File: src/rtl/fifo_pkg.sv
// rtl/fifo_pkg.sv - shared defaults, count width and threshold legality check for sync_fifo_param
package fifo_pkg;

  localparam int DEF_DATA_WIDTH = 8;
  localparam int DEF_ADDR_WIDTH = 4;
  localparam int DEF_CNT_WIDTH  = DEF_ADDR_WIDTH + 1;

  // Occupancy needs one extra bit so that DEPTH itself is representable.
  function automatic int cnt_width(input int aw);
    return aw + 1;
  endfunction

  function automatic bit levels_legal(input int aw, input int af, input int ae);
    int depth;
    depth = 1 << aw;
    return (af >= 1) && (af <= depth) && (ae >= 0) && (ae < af);
  endfunction

endpackage

File: src/rtl/fifo_ram.sv
// rtl/fifo_ram.sv - DEPTH x DATA_WIDTH register array, synchronous write, asynchronous read
module fifo_ram #(
  parameter int DATA_WIDTH = 8,
  parameter int ADDR_WIDTH = 4
) (
  input  logic                  clk,
  input  logic                  we_i,
  input  logic [ADDR_WIDTH-1:0] waddr_i,
  input  logic [DATA_WIDTH-1:0] wdata_i,
  input  logic [ADDR_WIDTH-1:0] raddr_i,
  output logic [DATA_WIDTH-1:0] rdata_o
);

  logic [DATA_WIDTH-1:0] mem_q [2**ADDR_WIDTH];

  always_ff @(posedge clk) begin
    if (we_i) begin
      mem_q[waddr_i] <= wdata_i;
    end
  end

  assign rdata_o = mem_q[raddr_i];

endmodule

File: src/rtl/sync_fifo_param.sv
// rtl/sync_fifo_param.sv - FWFT synchronous FIFO; SYNC_FIFO_ERR_FLAG_EN enables sticky overflow/underflow
module sync_fifo_param
  import fifo_pkg::*;
#(
  parameter int DATA_WIDTH = DEF_DATA_WIDTH,
  parameter int ADDR_WIDTH = DEF_ADDR_WIDTH,
  parameter int AF_LEVEL   = 2**ADDR_WIDTH - 2,
  parameter int AE_LEVEL   = 2
) (
  input  logic                  clk,
  input  logic                  rst,
  input  logic                  clr,
  input  logic                  wr,
  input  logic [DATA_WIDTH-1:0] wdata,
  input  logic                  rd,
  output logic [DATA_WIDTH-1:0] rdata,
  output logic                  full,
  output logic                  empty,
  output logic                  almost_full,
  output logic                  almost_empty,
  output logic [ADDR_WIDTH:0]   count,
  output logic                  overflow,
  output logic                  underflow
);

  localparam int CW = cnt_width(ADDR_WIDTH);
  localparam logic [CW-1:0] DEPTH_CNT = {1'b1, {ADDR_WIDTH{1'b0}}};
  localparam logic [CW-1:0] AF_CNT    = CW'(AF_LEVEL);
  localparam logic [CW-1:0] AE_CNT    = CW'(AE_LEVEL);

  if (!levels_legal(ADDR_WIDTH, AF_LEVEL, AE_LEVEL)) begin : g_bad_levels
    $error("sync_fifo_param: AF_LEVEL/AE_LEVEL out of range");
  end

  logic [ADDR_WIDTH-1:0] w_ptr_q, w_ptr_d;
  logic [ADDR_WIDTH-1:0] r_ptr_q, r_ptr_d;
  logic [CW-1:0]         count_q, count_d;
  logic                  wr_ok, rd_ok;

  // Status is decoded from the count register only, never from wr/rd.
  assign full         = (count_q == DEPTH_CNT);
  assign empty        = (count_q == '0);
  assign almost_full  = (count_q >= AF_CNT);
  assign almost_empty = (count_q <= AE_CNT);
  assign count        = count_q;

  assign wr_ok = wr & ~full & ~clr;
  assign rd_ok = rd & ~empty & ~clr;

  always_comb begin
    w_ptr_d = w_ptr_q;
    r_ptr_d = r_ptr_q;
    count_d = count_q;
    if (clr) begin
      w_ptr_d = '0;
      r_ptr_d = '0;
      count_d = '0;
    end else begin
      if (wr_ok) w_ptr_d = w_ptr_q + ADDR_WIDTH'(1);
      if (rd_ok) r_ptr_d = r_ptr_q + ADDR_WIDTH'(1);
      case ({wr_ok, rd_ok})
        2'b10:   count_d = count_q + CW'(1);
        2'b01:   count_d = count_q - CW'(1);
        default: count_d = count_q;
      endcase
    end
  end

  always_ff @(posedge clk or posedge rst) begin
    if (rst) begin
      w_ptr_q <= '0;
      r_ptr_q <= '0;
      count_q <= '0;
    end else begin
      w_ptr_q <= w_ptr_d;
      r_ptr_q <= r_ptr_d;
      count_q <= count_d;
    end
  end

`ifdef SYNC_FIFO_ERR_FLAG_EN
  logic overflow_q, overflow_d;
  logic underflow_q, underflow_d;

  // A read on empty is not an error when a same-cycle write lands in the FIFO.
  always_comb begin
    overflow_d  = overflow_q;
    underflow_d = underflow_q;
    if (clr) begin
      overflow_d  = 1'b0;
      underflow_d = 1'b0;
    end else begin
      if (wr & full)        overflow_d  = 1'b1;
      if (rd & empty & ~wr) underflow_d = 1'b1;
    end
  end

  always_ff @(posedge clk or posedge rst) begin
    if (rst) begin
      overflow_q  <= 1'b0;
      underflow_q <= 1'b0;
    end else begin
      overflow_q  <= overflow_d;
      underflow_q <= underflow_d;
    end
  end

  assign overflow  = overflow_q;
  assign underflow = underflow_q;
`else
  assign overflow  = 1'b0;
  assign underflow = 1'b0;
`endif

  fifo_ram #(
    .DATA_WIDTH(DATA_WIDTH),
    .ADDR_WIDTH(ADDR_WIDTH)
  ) u_ram (
    .clk     (clk),
    .we_i    (wr_ok),
    .waddr_i (w_ptr_q),
    .wdata_i (wdata),
    .raddr_i (r_ptr_q),
    .rdata_o (rdata)
  );

endmodule

File: config.mk
export PLATFORM = sky130hd
export DESIGN_NAME = sync_fifo_param
export DESIGN_NICKNAME = d
export VERILOG_FILES = /design/src/rtl/fifo_pkg.sv /design/src/rtl/fifo_ram.sv /design/src/rtl/sync_fifo_param.sv
export SDC_FILE = /design/constraint.sdc
export NUM_CORES = 1
export LEC_CHECK = 0
export CAP_MARGIN = 20
export CORE_MARGIN = 8
export CORE_UTILIZATION = 40
export DETAILED_ROUTE_END_ITERATION = 8
export PLACE_DENSITY_LB_ADDON = 0.12
export SYNTH_ARGS = -nofsm -noshare
export SYNTH_HDL_FRONTEND = slang
export SYNTH_HIERARCHICAL = 1
export SYNTH_SLANG_ARGS = --single-unit
export TNS_END_PERCENT = 100
File: constraint.sdc
create_clock -name clk -period 2.9 [get_ports clk]
set_input_delay 0.435 -clock clk [delete_from_list [all_inputs] [get_ports clk]]
set_output_delay 0.435 -clock clk [all_outputs]
set_load 0.05 [all_outputs]
==> results.rst, run 1 <==
.. list-table::
   :header-rows: 1

   * - Metric
     - Value
   * - Tightest Pin Transition
     - 702 ps
   * - Post-route DRC
     - 0
   * - Placed wire-length estimate
     - 7970 um
   * - Largest buffer count on any clock path
     - 2
   * - MaxCap Viol Count
     - 0
   * - Share of async-settable or async-resettable flops after synthesis
     - 9.22%
   * - Critical path class
     - flip-flop to output port
   * - Largest net degree at the start of global routing
     - 36
   * - Clock tree sinks
     - 141
   * - Number of detailed-route iterations in the first pass
     - 4
   * - GRT overflow
     - 0
   * - Placer's final routability congestion estimate
     - 0.749
   * - Hold violation count in the final report
     - 0
   * - Number of enable-type register cells in the synthesized netlist
     - 128
   * - Drt via density
     - 5.33
   * - Buffers added on ports
     - 29
   * - Filler cells
     - 1,215
   * - Final ANT Viol Nets
     - 0
   * - Overall routing resource usage
     - 14.2%
   * - Commonest cells after routing, fill and taps aside
     - sky130_fd_sc_hd__edfxtp_1, sky130_fd_sc_hd__buf_4, sky130_fd_sc_hd__nor2_1
   * - Startpoint kind of the worst setup timing path
     - flip-flop
   * - Ratio of cells with drive above 1 in the final layout
     - 24.6%
   * - Number of antenna violations at the first check in global routing
     - 0
   * - Routed len/inst
     - 21.0 um
   * - Area overhead of the layout relative to synthesis
     - 21.9%
   * - Number of global-route vias before repair
     - 3,251
   * - Period utilisation layout
     - 93.2%
   * - Share of the yosys chip area belonging to registers
     - 70.4%
   * - Die ar.
     - 19,000 um^2
   * - CTS tree
     - built
   * - Chip Width
     - 138 um
   * - Effective utilization at floorplan
     - 40.9%
   * - Maximum clock skew at final layout
     - 7.34 ps
   * - Max Transition Viols Final
     - 0
   * - Synthesized area per cell
     - 18.5 um^2
   * - Standard cell core area
     - 14,500 um^2
   * - Total power density per cell area
     - 911 nW/um^2
   * - Most common library cell in the layout ignoring fill and taps
     - sky130_fd_sc_hd__edfxtp_1
   * - Number of buffers added by the clock tree synthesis step
     - 17
   * - Count of distinct cell types in the synthesized netlist
     - 48
   * - Clock insertion delay at the later pin of the skew report
     - 420 ps
   * - Mapped cell area
     - 5920 um^2
   * - Number of top-level pins
     - 32
   * - Worst Path Required
     - 2470 ps
   * - Crit path time final
     - 2700 ps
   * - CTS root buf
     - sky130_fd_sc_hd__clkbuf_16
   * - Type of the most critical hold path
     - input port to asynchronous set/reset pin
   * - Pwr Total
     - 6.57 mW
   * - Antenna Cells
     - 0
   * - Setup-failing EPs final
     - 0
   * - Outcome
     - completed
   * - Total number of H-tree levels
     - 4
   * - Maximum vdd drop
     - 0.722 mV
   * - Synth warn
     - 6
   * - Crit end category
     - output port
   * - Cells after Synth
     - 321
   * - Leakage power total
     - 2.51 nW
   * - # nets final
     - 406
   * - Hold buffers post-CTS
     - 0
   * - Clock-pin slew on the worst setup and hold paths
     - 60 ps
   * - Die height
     - 138 um
   * - Largest fanout on the critical path
     - 6
   * - Row Count
     - 44
   * - Wire length of the first global-routing pass
     - 19,200 um
   * - Top achievable clock speed
     - 0.370 GHz
   * - Setup repair after global routing missed its margin
     - false
   * - Synthesis-stage register bit count
     - 141
   * - Final wirelength
     - 12,300 um
   * - First-iteration detailed-routing DRC count
     - 219
   * - Via count
     - 3,108
   * - Utilization after layout
     - 49.9%
   * - Worst path arrival time
     - 2270 ps
   * - Leading register cell type out of synthesis
     - sky130_fd_sc_hd__edfxtp_1
   * - Max-slew headroom at the worst pin
     - 53.0%
==> metrics by stage <==
stage | hold WS (ps) | std cells | setup TNS (ps) | instance area, um^2 | setup WS (ps)
5_1_grt | 390 | 583 | 0 | 7220 | 18.4
6_report | 355 | 583 | 0 | 7220 | 196
3_5_place_dp | 600 | 549 | 0 | 6570 | 122
4_1_cts | 361 | 580 | 0 | 7200 | 4.21
3_3_place_gp | 601 | 549 | 0 | 6570 | 139
2_1_floorplan | 312 | 322 | -61.4 | 5930 | -61.4
==> cell usage after synthesis (2+ instances only) <==
master                              n  area [um^2]
sky130_fd_sc_hd__a211oi_1           2         15.0
sky130_fd_sc_hd__a22oi_1           16          120
sky130_fd_sc_hd__buf_2              4         20.0
sky130_fd_sc_hd__buf_4              3         22.5
sky130_fd_sc_hd__buf_6              3         33.8
sky130_fd_sc_hd__clkbuf_1           3         11.3
sky130_fd_sc_hd__clkdlybuf4s25_2    3         30.0
sky130_fd_sc_hd__dfrtp_1           13          325
sky130_fd_sc_hd__edfxtp_1         128         3840
sky130_fd_sc_hd__ha_1               5         62.6
sky130_fd_sc_hd__inv_1              9         33.8
sky130_fd_sc_hd__mux2_4             2         30.0
sky130_fd_sc_hd__mux2i_1            4         40.0
sky130_fd_sc_hd__mux4_1            14          368
sky130_fd_sc_hd__mux4_2            18          405
sky130_fd_sc_hd__nand2_1           13         48.8
sky130_fd_sc_hd__nand2b_1           6         37.5
sky130_fd_sc_hd__nand3_1            7         35.0
sky130_fd_sc_hd__nand3b_1           2         15.0
sky130_fd_sc_hd__nor2_1            29          109
sky130_fd_sc_hd__nor3_1             5         25.0
sky130_fd_sc_hd__o211ai_1           2         15.0
sky130_fd_sc_hd__xnor2_1            3         26.3
sky130_fd_sc_hd__xor2_1             3         26.3
==> cell type report <==
cell class,instances,area (um^2),area share (%)
multi-input cells,156,1610,22.3
well taps,184,230,3.19
repair buffers,62,543,7.52
inverters,9,33.8,0.468
clock buffers,19,433,6.00
flip-flops and latches,141,4170,57.8
clock inverters,12,195,2.70
==> worst paths after layout <==
kind                                             start                endpoint  slack, ps  depth (start not counted)
worst min-delay path                               rst  r_ptr_q[1]$_DFFE_PP0P_        360                          2
worst min register to register  w_ptr_q[3]$_DFFE_PP0P_  w_ptr_q[3]$_DFFE_PP0P_        620                          2
max in group asynchronous                          rst  r_ptr_q[0]$_DFFE_PP0P_       2160                          2
worst max register to register    count[0]$_DFFE_PP0P_    count[4]$_DFFE_PP0P_        200                          9
worst max-delay path            r_ptr_q[0]$_DFFE_PP0P_                rdata[2]        200                          5
min in group clk                w_ptr_q[3]$_DFFE_PP0P_  w_ptr_q[3]$_DFFE_PP0P_        620                          2
==> critical path, stage by stage, from the launching register on <==
cell and delay (ps):
sky130_fd_sc_hd__dfrtp_4 470, sky130_fd_sc_hd__buf_4 200, sky130_fd_sc_hd__mux4_1 610, sky130_fd_sc_hd__a22oi_1 240
sky130_fd_sc_hd__nand2_1 130, sky130_fd_sc_hd__buf_4 210
==> sequential cells by signal (all words and copies together), names as in the netlist <==
signal / flops
u_ram/mem_q: 128
count: 5
r_ptr_q: 4
w_ptr_q: 4
==> where the power goes <==
part           total, mW  leakage (nW)  switching, mW  internal [mW]
clock               2.30         0.298          0.782           1.51
sequential          2.39          1.33          0.102           2.29
combinational       1.89         0.886           1.05          0.833
==> cells by family after synthesis <==
kind of cell / after synthesis / synth area share, %
buf+inv: 25 / 2.56
xor+xnor: 6 / 0.887
fa+ha+maj: 6 / 1.39
compound gates: 31 / 4.31
flops: 141 / 70.4
simple gates: 73 / 6.17
mux: 38 / 14.2
other cells: 1 / 0.0633
==> what timing repair did <==
| action | CTS | global route |
|---|---|---|
| endpoints found under the hold margin | 0 | 0 |
| endpoints found under the setup margin | 6 | 6 |
| setup buffers | 0 | 3 |
| resized for setup | 1 | 1 |
==> routing by layer <==
metal | routed length, um | vias to the layer above | track usage, %
met4 | 87 | 0 | 5.61
li1 | - | 1431 | -
met2 | 6050 | 52 | 21.9
met1 | 5510 | 1619 | 18.6
met5 | 0 | - | 0
met3 | 623 | 6 | 4.30
No activity file was read; power rests on OpenSTA's default activity.
==> run 2: changes to the inputs <==
==> constraint.sdc (replaced) <==
create_clock -name clk -period 2.5 [get_ports clk]
set_input_delay 0.25 -clock clk [delete_from_list [all_inputs] [get_ports clk]]
set_output_delay 0.25 -clock clk [all_outputs]
set_load 0.05 [all_outputs]
==> results.rst, run 2 (synthesis results as in run 1) <==
.. list-table::
   :header-rows: 1

   * - Metric
     - Value
   * - Outcome
     - completed (unchanged)
   * - Largest fanout on the critical path
     - 4 (was 6)
   * - Ratio of cells with drive above 1 in the final layout
     - 36.5% (was 24.6%)
   * - Max Transition Viols Final
     - 0 (unchanged)
   * - Die ar.
     - 19,000 um^2 (unchanged)
   * - Drt via density
     - 5.38 (was 5.33)
   * - Hold violation count in the final report
     - 0 (unchanged)
   * - First-iteration detailed-routing DRC count
     - 175 (was 219)
   * - Multi-input gate area
     - 1770 um^2 (was 1610 um^2)
   * - Min setup slack post-route
     - 8.85 ps (was 196 ps)
   * - Worst Path Required
     - 2830 ps (was 2470 ps)
   * - Sequential standard cell area
     - 4180 um^2 (was 4170 um^2)
   * - CTS tree
     - built (unchanged)
   * - Placed wire-length estimate
     - 8400 um (was 7970 um)
   * - Largest net degree at the start of global routing
     - 36 (unchanged)
   * - Maximum clock skew at final layout
     - 7.07 ps (was 7.34 ps)
   * - Crit end category
     - flip-flop (was output port)
   * - Area of placed instances
     - 6720 um^2 (was 6570 um^2)
   * - Hold buffers post-CTS
     - 0 (unchanged)
   * - Number of global-route vias before repair
     - 3,394 (was 3,251)
   * - Max-slew headroom at the worst pin
     - 60.6% (was 53.0%)
   * - Highest routed layer
     - met5 (was met4)
   * - Area overhead of the layout relative to synthesis
     - 29.1% (was 21.9%)
   * - Number of antenna violations at the first check in global routing
     - 1 (was 0)
   * - Final instance area
     - 7650 um^2 (was 7220 um^2)
   * - Buffers added on ports
     - 29 (unchanged)
   * - Type of the most critical hold path
     - input port to asynchronous set/reset pin (unchanged)
   * - MaxCap Viol Count
     - 0 (unchanged)
   * - Row Count
     - 44 (unchanged)
   * - Antenna Cells
     - 0 (unchanged)
   * - Tightest Pin Transition
     - 589 ps (was 702 ps)
   * - Chip Width
     - 138 um (unchanged)
   * - Detailed-routing wirelength on met1
     - 5810 um (was 5510 um)
   * - Top achievable clock speed
     - 0.401 GHz
   * - Crit path time final
     - 2490 ps
   * - Largest buffer count on any clock path
     - 2 (unchanged)
   * - Total number of H-tree levels
     - 4 (unchanged)
   * - Filler cells
     - 1,164 (was 1,215)
   * - Critical path class
     - flip-flop to flip-flop (was flip-flop to output port)
   * - Pwr Total
     - 8.24 mW (was 6.57 mW)
   * - Met3 wirelength from detailed routing
     - 597 um (was 623 um)
   * - Startpoint kind of the worst setup timing path
     - flip-flop (unchanged)
   * - Commonest cells after routing, fill and taps aside
     - sky130_fd_sc_hd__edfxtp_1, sky130_fd_sc_hd__buf_4, sky130_fd_sc_hd__nor2_1 (unchanged)
   * - Clock-pin slew on the worst setup and hold paths
     - 60 ps (about the same)
   * - Period utilisation layout
     - 99.6%
   * - Placer's final routability congestion estimate
     - 0.858 (was 0.749)
   * - Setup repair after global routing missed its margin
     - true (was false)
   * - Overall routing resource usage
     - 14.7% (was 14.2%)
   * - Die height
     - 138 um (unchanged)
   * - Final ANT Viol Nets
     - 0 (unchanged)
   * - Number of flip-flops under the largest register name
     - 128 (unchanged)
   * - Number of detailed-route iterations in the first pass
     - 4 (unchanged)
   * - Final wirelength
     - 13,300 um (was 12,300 um)
   * - Routed length on met2
     - 6710 um (was 6050 um)
   * - Clock tree sinks
     - 141 (unchanged)
   * - Most common library cell in the layout ignoring fill and taps
     - sky130_fd_sc_hd__edfxtp_1 (unchanged)
   * - Standard cell core area
     - 14,500 um^2 (unchanged)
   * - Series of cell instances along the critical path
     - or4_4 -> o21ai_4 -> or3_4 -> inv_2 -> ha_4 -> nand2b_1 -> a2111o_1 -> nand2b_4 -> a41oi_2 (was buf_4 -> mux4_1 -> a22oi_1 -> nand2_1 -> buf_4)
   * - Post-route DRC
     - 0 (unchanged)
   * - CTS root buf
     - sky130_fd_sc_hd__clkbuf_16 (unchanged)
   * - Worst path max stage delay
     - 570 ps (was 610 ps)
   * - Effective utilization at floorplan
     - 40.9% (unchanged)
   * - Routed len/inst
     - 22.2 um (was 21.0 um)
   * - Leakage power total
     - 2.63 nW (was 2.51 nW)
   * - # nets final
     - 420 (was 406)
   * - Number of buffers added by the clock tree synthesis step
     - 17 (unchanged)
   * - CP max stage cell
     - sky130_fd_sc_hd__or4_4 (was sky130_fd_sc_hd__mux4_1)
   * - Final total negative setup slack
     - 0 ps (unchanged)
   * - Top register by number of flip-flops
     - u_ram/mem_q (unchanged)
   * - Setup-failing EPs final
     - 0 (unchanged)
   * - Worst path arrival time
     - 2830 ps (was 2270 ps)
   * - Number of top-level pins
     - 32 (unchanged)
   * - Total power density per cell area
     - 1080 nW/um^2 (was 911 nW/um^2)
   * - Wire length of the first global-routing pass
     - 19,900 um (was 19,200 um)
   * - Clock insertion delay at the later pin of the skew report
     - 410 ps (was 420 ps)
   * - Via count
     - 3,219 (was 3,108)
   * - GRT overflow
     - 0 (unchanged)
   * - Post-placement setup slack
     - -135 ps (was 122 ps)
   * - Maximum vdd drop
     - 0.864 mV (was 0.722 mV)
## run 2: cell types whose count changed in the layout (fill, tap and decap cells not counted), moves of 3 or more
cell / change
sky130_fd_sc_hd__nor3_1: -3
sky130_fd_sc_hd__nor2_2: +8
sky130_fd_sc_hd__a22oi_2: +9
sky130_fd_sc_hd__buf_4: +4
sky130_fd_sc_hd__a22oi_1: -9
sky130_fd_sc_hd__nor2_1: -8
sky130_fd_sc_hd__buf_12: +5
sky130_fd_sc_hd__clkinv_2: +3
sky130_fd_sc_hd__dfrtp_1: -4
sky130_fd_sc_hd__dfrtp_2: +5
sky130_fd_sc_hd__nor3_4: +3
sky130_fd_sc_hd__clkbuf_16: +3
## run 2: worst max-delay path, delay by kind of cell, from the launching register on
family | cells | cell delay, ps
compound gates | 3 | 710
fa+ha+maj | 1 | 260
buf+inv | 1 | 60
flops | 1 | 440
simple gates | 4 | 940
## run 2: worst paths after layout
| check | end | cells after the start | startpoint | slack [ps] |
|---|---|---|---|---|
| max in group asynchronous | count[3]$_DFFE_PP0P_ | 2 | rst | 1940 |
| min | r_ptr_q[3]$_DFFE_PP0P_ | 2 | rst | 170 |
| min in group clk | count[4]$_DFFE_PP0P_ | 4 | wr | 650 |
| max | count[4]$_DFFE_PP0P_ | 9 | count[0]$_DFFE_PP0P_ | 9 |
| min reg2reg | r_ptr_q[3]$_DFFE_PP0P_ | 2 | r_ptr_q[3]$_DFFE_PP0P_ | 650 |
| max reg2reg | count[4]$_DFFE_PP0P_ | 9 | count[0]$_DFFE_PP0P_ | 9 |
## run 2: layout make-up
| class | count | share of cell area, % |
|---|---|---|
| Clock inverter | 15 | 2.88 |
| Timing Repair Buffer | 76 | 10.3 |
| Sequential cell | 141 | 54.6 |
| Clock buffer | 17 | 5.56 |
| Multi-Input combinational cell | 156 | 23.2 |
| Tap cell | 184 | 3.01 |
| Inverter | 9 | 0.442 |
## run 2: stage by stage
stage	utilization, %	cells	hold slack [ps]
final	52.8	598	173
after global routing	52.8	598	254
after CTS	51.3	589	192
after detailed placement	46.4	555	637
after global placement	46.4	555	610
after floorplan	-	322	127
## run 2: repair_timing
action / CTS / global route
setup endpoints to repair: 44 / 80
gates cloned: 1 / 4
pin swaps: 3 / 3
buffers inserted: 1 / 5
endpoints found under the hold margin: 0 / 0
resized for setup: 10 / 17
## run 2: per-layer routing
| layer | up-vias | track usage, % |
|---|---|---|
| li1 | 1469 | - |
| met1 | 1674 | 18.4 |
| met5 | - | 0 |
| met4 | 2 | 5.43 |
| met3 | 16 | 3.87 |
| met2 | 58 | 24.0 |
## run 2: where the power goes
| part | internal, mW | switching [mW] | total [mW] |
|---|---|---|---|
| sequential | 2.66 | 0.102 | 2.76 |
| combinational | 1.32 | 1.44 | 2.76 |
| clock | 1.77 | 0.952 | 2.72 |
